`src/rtl/apb_rr_arbiter.sv`:
```
// Two-requester round-robin APB arbiter: the grant is held for one complete SETUP/ACCESS transfer.
// Optional macro ARB_TIMEOUT_EN aborts an ACCESS phase after TIMEOUT_CYCLES wait cycles.
module apb_rr_arbiter #(
    parameter int ADDR_W         = 20,
    parameter int DATA_W         = 16,
    parameter int STRB_W         = 2,
    parameter int TIMEOUT_CYCLES = 255
) (
    input  logic              clk,
    input  logic              reset_n,
    input  logic              psel_m0,
    input  logic              psel_m1,
    input  logic              penable_m0,
    input  logic              penable_m1,
    input  logic              pwrite_m0,
    input  logic              pwrite_m1,
    input  logic [STRB_W-1:0] pstrb_m0,
    input  logic [STRB_W-1:0] pstrb_m1,
    input  logic [ADDR_W-1:0] paddr_m0,
    input  logic [ADDR_W-1:0] paddr_m1,
    input  logic [DATA_W-1:0] pwdata_m0,
    input  logic [DATA_W-1:0] pwdata_m1,
    output logic [DATA_W-1:0] prdata_m0,
    output logic [DATA_W-1:0] prdata_m1,
    output logic              pready_m0,
    output logic              pready_m1,
    output logic              pslverr_m0,
    output logic              pslverr_m1,
    output logic              psel,
    output logic              penable,
    output logic              pwrite,
    output logic [STRB_W-1:0] pstrb,
    output logic [ADDR_W-1:0] paddr,
    output logic [DATA_W-1:0] pwdata,
    input  logic [DATA_W-1:0] prdata,
    input  logic              pready,
    input  logic              pslverr,
    output logic [1:0]        gnt
);

    typedef enum logic [1:0] {IDLE, SETUP, ACCESS, RESP} state_t;

    state_t r_state, w_state_nxt;

    // Handshake: a requester holds psel_mX until it sees a one-cycle pready_mX; downstream
    // completes an ACCESS cycle only when pready is high while psel and penable are both high.
    logic              r_last;   // 1 when m1 held the most recent grant
    logic              r_psel, r_penable, r_pwrite;
    logic [STRB_W-1:0] r_pstrb;
    logic [ADDR_W-1:0] r_paddr;
    logic [DATA_W-1:0] r_pwdata;
    logic [1:0]        r_gnt;
    logic              r_pready_m0, r_pready_m1, r_pslverr_m0, r_pslverr_m1;
    logic [DATA_W-1:0] r_prdata_m0, r_prdata_m1;

    logic              w_last;
    logic              w_psel, w_penable, w_pwrite;
    logic [STRB_W-1:0] w_pstrb;
    logic [ADDR_W-1:0] w_paddr;
    logic [DATA_W-1:0] w_pwdata;
    logic [1:0]        w_gnt;
    logic              w_pready_m0, w_pready_m1, w_pslverr_m0, w_pslverr_m1;
    logic [DATA_W-1:0] w_prdata_m0, w_prdata_m1;
    logic              w_win;
    logic              w_abort;
    logic              w_unused;

    // Winner: 1 selects m1; on contention the requester not granted last wins.
    assign w_win    = (psel_m0 & psel_m1) ? ~r_last : psel_m1;
    assign w_unused = &{1'b0, penable_m0, penable_m1};

`ifdef ARB_TIMEOUT_EN
    localparam int TMO_W = ($clog2(TIMEOUT_CYCLES + 1) > 8) ? $clog2(TIMEOUT_CYCLES + 1) : 8;

    logic [TMO_W-1:0] r_tmo_cnt;

    always_ff @(posedge clk or negedge reset_n) begin
        if (!reset_n) begin
            r_tmo_cnt <= '0;
        end else if (r_state == SETUP) begin
            r_tmo_cnt <= '0;
        end else if ((r_state == ACCESS) && !pready) begin
            r_tmo_cnt <= r_tmo_cnt + 1'b1;
        end
    end

    // Expiry is the wait cycle that brings the count to TIMEOUT_CYCLES; a same-cycle pready wins.
    assign w_abort = (r_state == ACCESS) && !pready && (r_tmo_cnt == TMO_W'(TIMEOUT_CYCLES - 1));
`else
    logic w_unused_tmo;
    assign w_unused_tmo = (TIMEOUT_CYCLES != 0);
    assign w_abort      = 1'b0;
`endif

    always_ff @(posedge clk or negedge reset_n) begin
        if (!reset_n) begin
            r_state <= IDLE;
        end else begin
            r_state <= w_state_nxt;
        end
    end

    always_comb begin
        w_state_nxt  = r_state;
        w_last       = r_last;
        w_psel       = r_psel;
        w_penable    = r_penable;
        w_pwrite     = r_pwrite;
        w_pstrb      = r_pstrb;
        w_paddr      = r_paddr;
        w_pwdata     = r_pwdata;
        w_gnt        = r_gnt;
        w_pready_m0  = 1'b0;
        w_pready_m1  = 1'b0;
        w_pslverr_m0 = 1'b0;
        w_pslverr_m1 = 1'b0;
        w_prdata_m0  = '0;
        w_prdata_m1  = '0;
        case (r_state)
            IDLE: begin
                if (psel_m0 | psel_m1) begin
                    w_state_nxt = SETUP;
                    w_psel      = 1'b1;
                    w_penable   = 1'b0;
                    w_pwrite    = w_win ? pwrite_m1 : pwrite_m0;
                    w_pstrb     = w_win ? pstrb_m1  : pstrb_m0;
                    w_paddr     = w_win ? paddr_m1  : paddr_m0;
                    w_pwdata    = w_win ? pwdata_m1 : pwdata_m0;
                    w_gnt       = w_win ? 2'b10 : 2'b01;
                    w_last      = w_win;
                end
            end
            SETUP: begin
                w_state_nxt = ACCESS;
                w_penable   = 1'b1;
            end
            ACCESS: begin
                if (pready | w_abort) begin
                    w_state_nxt  = RESP;
                    w_psel       = 1'b0;
                    w_penable    = 1'b0;
                    w_pwrite     = 1'b0;
                    w_pstrb      = '0;
                    w_paddr      = '0;
                    w_pwdata     = '0;
                    w_pready_m0  = r_gnt[0];
                    w_pready_m1  = r_gnt[1];
                    w_prdata_m0  = (r_gnt[0] & pready) ? prdata : '0;
                    w_prdata_m1  = (r_gnt[1] & pready) ? prdata : '0;
                    w_pslverr_m0 = r_gnt[0] & (pready ? pslverr : 1'b1);
                    w_pslverr_m1 = r_gnt[1] & (pready ? pslverr : 1'b1);
                end
            end
            RESP: begin
                w_state_nxt = IDLE;
                w_gnt       = 2'b00;
            end
            default: begin
                w_state_nxt = IDLE;
            end
        endcase
    end

    always_ff @(posedge clk or negedge reset_n) begin
        if (!reset_n) begin
            r_last       <= 1'b1;
            r_psel       <= 1'b0;
            r_penable    <= 1'b0;
            r_pwrite     <= 1'b0;
            r_pstrb      <= '0;
            r_paddr      <= '0;
            r_pwdata     <= '0;
            r_gnt        <= 2'b00;
            r_pready_m0  <= 1'b0;
            r_pready_m1  <= 1'b0;
            r_pslverr_m0 <= 1'b0;
            r_pslverr_m1 <= 1'b0;
            r_prdata_m0  <= '0;
            r_prdata_m1  <= '0;
        end else begin
            r_last       <= w_last;
            r_psel       <= w_psel;
            r_penable    <= w_penable;
            r_pwrite     <= w_pwrite;
            r_pstrb      <= w_pstrb;
            r_paddr      <= w_paddr;
            r_pwdata     <= w_pwdata;
            r_gnt        <= w_gnt;
            r_pready_m0  <= w_pready_m0;
            r_pready_m1  <= w_pready_m1;
            r_pslverr_m0 <= w_pslverr_m0;
            r_pslverr_m1 <= w_pslverr_m1;
            r_prdata_m0  <= w_prdata_m0;
            r_prdata_m1  <= w_prdata_m1;
        end
    end

    assign psel       = r_psel;
    assign penable    = r_penable;
    assign pwrite     = r_pwrite;
    assign pstrb      = r_pstrb;
    assign paddr      = r_paddr;
    assign pwdata     = r_pwdata;
    assign gnt        = r_gnt;
    assign pready_m0  = r_pready_m0;
    assign pready_m1  = r_pready_m1;
    assign pslverr_m0 = r_pslverr_m0;
    assign pslverr_m1 = r_pslverr_m1;
    assign prdata_m0  = r_prdata_m0;
    assign prdata_m1  = r_prdata_m1;

endmodule

```
`config.mk`:
```
export PLATFORM = sky130hd
export DESIGN_NAME = apb_rr_arbiter
export DESIGN_NICKNAME = d
export VERILOG_FILES = /design/src/rtl/apb_rr_arbiter.sv
export SDC_FILE = /design/constraint.sdc
export NUM_CORES = 1
export LEC_CHECK = 0
export ABC_AREA = 1
export CAP_MARGIN = 20
export CORE_MARGIN = 2
export CORE_UTILIZATION = 25
export DETAILED_ROUTE_END_ITERATION = 7
export HOLD_SLACK_MARGIN = 0.08
export MAX_ROUTING_LAYER = met4
export PLACE_DENSITY = 0.54
export SETUP_SLACK_MARGIN = 0.05
export SYNTH_ARGS = -nofsm -noshare
export SYNTH_HDL_FRONTEND = slang
export SYNTH_SLANG_ARGS = --single-unit
```
`constraint.sdc`:
```
create_clock -name clk -period 2.85 [get_ports clk]
set_clock_uncertainty 0.1 [all_clocks]
set_input_delay 0.57 -clock clk [delete_from_list [all_inputs] [get_ports clk]]
set_output_delay 0.57 -clock clk [all_outputs]
set_load 0.02 [all_outputs]
```
==> results.cfg <==
[timing]
slew_violations = 0
whs_ps = 134.4
relSlewSlack = 0.6192
tns_ps = 0
finalWorstSetupSlack_ps = 809.2
fin_crit_sh = 0.7161
rsz0062_at_grt = no
period_needed_ps = 2041
hold_viol_final = 0
worst_slew_pin_slew_ps = 571.1
setup_viol = 0
fmax_mhz = 490.0

[logic_synthesis]
syn_nets = 541
syn_area_mm2 = 0.003492
avgSynthCellArea_um2 = 8.065
yosysSeqAreaShare = 0.5880
ys_warn_count = 0
syn_inst = 433
ys_ff_latch = 82
synth_cell_types = 18

[critical_path]
cpMaxStageDelayCell = clkdlybuf4s50_1
crit_fanout = 3
crit_family = buffers and inverters
r2r_cells = 7
path_buf_inv = 1
crit_chain = clkdlybuf4s50_1
crit_path_end_kind = output pin
cp.arrival_ps = 1370
cpPeakStageDelay_ps = 650
rr_endpoint = pwdata[0]$_DFFE_PN0P_
crit_required_ps = 2180
start_kind = flop
reg2reg_from = r_state[0]$_DFFE_PN0P_
crit_type = flop to output pin
r2r_slack_ps = 1060

[route]
vias_per_cell = 4.030
num_vias = 3216
firstDrtPassIters = 4
ant_nets = 0
drc = 0
wl_mm = 9.952
dr.first_iter.drc_count = 131
wl_per_cell_um = 12.47

[global_routing]
grt_pass1_wl_mm = 15.70
grt_overflow = 0
antenna_found_initial = 0
grt_usage = 0.1414
grt_max_degree = 45
grt_use_met3 = 0.03933
grt.busiest_layer = met2
first_global_vias = 3206
grtUsageMet1 = 0.1642
met2_usage = 0.2294

[cts]
clk_latency_ps = 330
cts_root_buf = clkbuf_16
numClockSinks = 82
cts.clk_slew.worst_paths_ps = 60
h-tree-depth = 3
cts.repair.resized = 0
cts_tree = built
hold_buffers = 0
clockBufferDepth = 2
numCtsBuffers = 9
post_cts_buffers = 0

[power]
vdd.ir_drop.worst_v = 0.0003913
powerDensity_mw_per_mm2 = 733.7
p_leak_uw = 0.002979
total_power_uw = 4250

[layout]
nets = 721
drive_gt1_frac = 0.04854
final_cell_mix = 243 x nand2_1, 177 x clkdlybuf4s50_1, 81 x dfrtp_1
n_fill_cell = 1405
area_growth_pct = 65.89
antennaDiodeCount = 0
final_common_cell = nand2_1

[die]
die_y_um = 122.2
rows = 43
die_area_mm2 = 0.01493
core_area_mm2 = 0.01377
initial_utilization = 0.2535
ios = 181
die_x_um = 122.2

[job]
maxCapViolations = 0

[placed_design]
dp_hpwl_mm = 7.152
gp_congestion = 0.7788
pre_cts_ws_ps = 644.9
numPortBuffers = 178

[min_path]
hp-class = primary input to asynchronous set/reset pin

[run_status]
status = completed
## cells by family (layout without fill, tap and decap cells)
family                     count (synthesis)  count (layout)  synth area share
and+or+nand+nor                          289             289            0.3171
DFF                                       82              82            0.5880
buffers and inverters                     48             233           0.06199
AOI/OAI and AO/OA                          8               8           0.01146
adders and majority gates                  6               6           0.02150
## layer usage
layer | wire, um | share of wire
met2 | 4658 | 0.47
met1 | 4261 | 0.43
met3 | 785 | 0.079
met5 | 0 | 0
met4 | 247 | 0.025
## how the worst max path moves through the flow
| stage | endpoint | from | cells after the start |
|---|---|---|---|
| after floorplan | pwdata[10]$_DFFE_PN0P_ | r_state[0]$_DFFE_PN0P_ | 7 |
| after global placement | pwdata[13]$_DFFE_PN0P_ | pready | 8 |
| after detailed placement | pstrb[1]$_DFFE_PN0P_ | pready | 8 |
| after CTS | gnt[1] | gnt[1]$_DFFE_PN0P_ | 1 |
| after global routing | gnt[1] | gnt[1]$_DFFE_PN0P_ | 1 |
| final | gnt[0] | gnt[0]$_DFFE_PN0P_ | 1 |
## synthesized netlist by cell type
cell type / instances / area (um2)
a21oi_1: 1 / 5.000
buf_2: 11 / 55.05
buf_4: 4 / 30.03
buf_6: 1 / 11.26
clkbuf_1: 2 / 7.510
dfrtp_1: 81 / 2027
dfstp_2: 1 / 26.28
ha_1: 6 / 75.07
inv_1: 28 / 105.1
inv_2: 2 / 7.510
nand2_1: 243 / 912.1
nand2_2: 1 / 6.260
nand3_1: 4 / 20.02
nand3b_2: 1 / 11.26
nand4_1: 3 / 18.77
nor2_1: 37 / 138.9
o21ai_0: 6 / 30.03
o21ai_1: 1 / 5.000
## cell type report
type,count,area [um2],share of cell area
multi-input cells,303,1222,0.2110
inverters,30,112.6,0.01944
well taps,180,225.2,0.03888
repair buffers,187,1872,0.3231
clock inverters,4,51.30,0.008855
clock buffers,12,256.5,0.04428
flip-flops and latches,82,2053,0.3544
## state kept, by name, indices dropped and copies added, names as in the netlist
name,count
gnt,2
paddr,20
penable,1
prdata_m0,16
prdata_m1,16
pready_m0,1
pready_m1,1
psel,1
pslverr_m0,1
pslverr_m1,1
pstrb,2
pwdata,16
pwrite,1
r_last,1
r_state,2
## through the flow
stage	std cells	util	area [um2]
5_1_grt	798	0.4206	5793
3_3_place_gp	782	0.3983	5485
6_report	798	0.4206	5793
3_5_place_dp	782	0.3983	5485
2_1_floorplan	433	-	3492
4_1_cts	798	0.4206	5793
## where the power goes
group	total, uW	internal, uW	switching [uW]
sequential	1470	1370	102
combinational	1600	679	923
clock	1170	726	447
total	4250	2780	1470
No activity file was read; power rests on OpenSTA's default activity.
==> edit, RTL diff (same flow settings) <==
Take the reset off `r_paddr`, `r_pwdata`, `r_prdata_m0` and `r_prdata_m1` and load them in a clocked block of their own.
--- a/src/rtl/apb_rr_arbiter.sv
+++ b/src/rtl/apb_rr_arbiter.sv
@@ -168,31 +168,30 @@
             r_penable    <= 1'b0;
             r_pwrite     <= 1'b0;
             r_pstrb      <= '0;
-            r_paddr      <= '0;
-            r_pwdata     <= '0;
             r_gnt        <= 2'b00;
             r_pready_m0  <= 1'b0;
             r_pready_m1  <= 1'b0;
             r_pslverr_m0 <= 1'b0;
             r_pslverr_m1 <= 1'b0;
-            r_prdata_m0  <= '0;
-            r_prdata_m1  <= '0;
         end else begin
             r_last       <= w_last;
             r_psel       <= w_psel;
             r_penable    <= w_penable;
             r_pwrite     <= w_pwrite;
             r_pstrb      <= w_pstrb;
-            r_paddr      <= w_paddr;
-            r_pwdata     <= w_pwdata;
             r_gnt        <= w_gnt;
             r_pready_m0  <= w_pready_m0;
             r_pready_m1  <= w_pready_m1;
             r_pslverr_m0 <= w_pslverr_m0;
             r_pslverr_m1 <= w_pslverr_m1;
-            r_prdata_m0  <= w_prdata_m0;
-            r_prdata_m1  <= w_prdata_m1;
         end
+    end
+
+    always_ff @(posedge clk) begin
+        r_paddr     <= w_paddr;
+        r_pwdata    <= w_pwdata;
+        r_prdata_m0 <= w_prdata_m0;
+        r_prdata_m1 <= w_prdata_m1;
     end
 
     assign psel       = r_psel;
Check against the original RTL: not equivalent (Yosys sat finds a counterexample within 4 cycles, from zero or initial values and one cycle with reset_n low).
==> edit against the unedited design <==
Wire length shrank 7.3%. Sequential cell count is the same. Critical path depth is the same. Total power grew 22%. Sequential power grew 28%. Final area shrank 6.1%. First-iteration DRC count shrank 19%. Worst setup slack lost 0.021 ns. Combinational power grew 39%. Synthesized area shrank 8.2%. Critical path type unchanged. Largest power group unchanged. Highest routed layer unchanged.
==> edit: results (changes against the unedited design) <==
route:
  dr.pass1.iters: 4  # unchanged
  first_iter_violations: 106  # -19%
  totalWireLength_um: 9230  # -7.3%
synthesis:
  ys_seq_area_share_pct: 64.7  # +5.9 points
  yosysUniqueCellTypes: 23  # +5
  synth_compound_area_share_pct: 7.26  # +6.1 points
  yosys.area_share.adder_pct: 2.34  # +0.19 points
  synthTopCellsByArea: "edfxtp_1 34%, dfxtp_1 20%, nor2_1 13%"
  synth_nets: 430  # -21%
  synth_common_cells: "107 x nor2_1, 36 x edfxtp_1, 33 x o21ai_0"
  synthArstFlopShare_pct: 17.1  # -83 points
  synth_edf_count: 36  # +36
global_route:
  gr-usage-met1_pct: 15.1  # -1.3 points
  grtUsageMet2_pct: 22.2  # -0.72 points
  grt_usage_pct: 13.8  # -0.38 points
  grt_pass1_wl_um: 13900  # -12%
  use_met3_pct: 5.46  # +1.5 points
min_path:
  hold_class: "reg2reg"
timing:
  worst_pin_slew_ns: 0.680  # +0.109 ns
cells_and_area:
  signal_buffers: 181  # -3.2%
  fin_util_pct: 43.3  # +1.2 points
  seq_cell_count: 82  # unchanged
  layout.area.seq_mm2: 0.00207  # +0.98%
  nMultiInputCombCells: 196  # -35%
  nets: 609  # -16%
  drive_gt1_share_pct: 6.52  # +1.7 points
  clk_share_pct: 5.15  # -0.16 points
  nClkBuffers: 11  # -1
  buffer_area_share_pct: 33.6  # +1.3 points
  nFillCells: 1208  # -14%
  multi_input_area_share_pct: 17.0  # -4.1 points
run_status:
  status: "finished clean"
place:
  dp_cells: 662  # -15%
  place_hpwl_um: 6620  # -7.4%
  dpl_cell_area_mm2: 0.00516  # -6.0%
  place_congestion: 0.719  # -7.7%
setup_path:
  crit_arrival_ns: 1.39  # +0.02 ns
power_and_ir_drop:
  leakagePower_nw: 2.24  # -25%
  vdd_ir_drop_max_mv: 0.332  # -15%
floorplanning:
  core-area_mm2: 0.0126  # -8.7%
-- edit: power by group through the flow --
stage | Combinational (mW) | Sequential, mW | Clock, mW
2_1_floorplan | 0.755 | 2.35 | 0
3_3_place_gp | 2.23 | 1.89 | 0
3_5_place_dp | 2.25 | 1.91 | 0
4_1_cts | 2.26 | 1.88 | 1.13
5_1_grt | 2.41 | 1.92 | 1.18
6_report | 2.22 | 1.88 | 1.09
-- edit: worst paths after layout --
| check | endpoint | slack [ns] |
|---|---|---|
| worst max-delay path | gnt[0] | 0.79 |
| worst max register to register | paddr[16]$_SDFFCE_PN0P_ | 0.89 |
| worst min register to register | r_last$_DFFE_PN1P_ | 0.37 |
| worst min-delay path | r_last$_DFFE_PN1P_ | 0.37 |
| max in group asynchronous | gnt[0]$_DFFE_PN0P_ | 1.67 |
| min in group asynchronous | r_state[0]$_DFFE_PN0P_ | 0.54 |
-- edit: per-layer routing --
layer  up-vias  share of wire (%)
li1       1387                  -
met1      1260                 42
met2       123                 46
met3        12                 11
met4         0                1.7
met5         -                  0
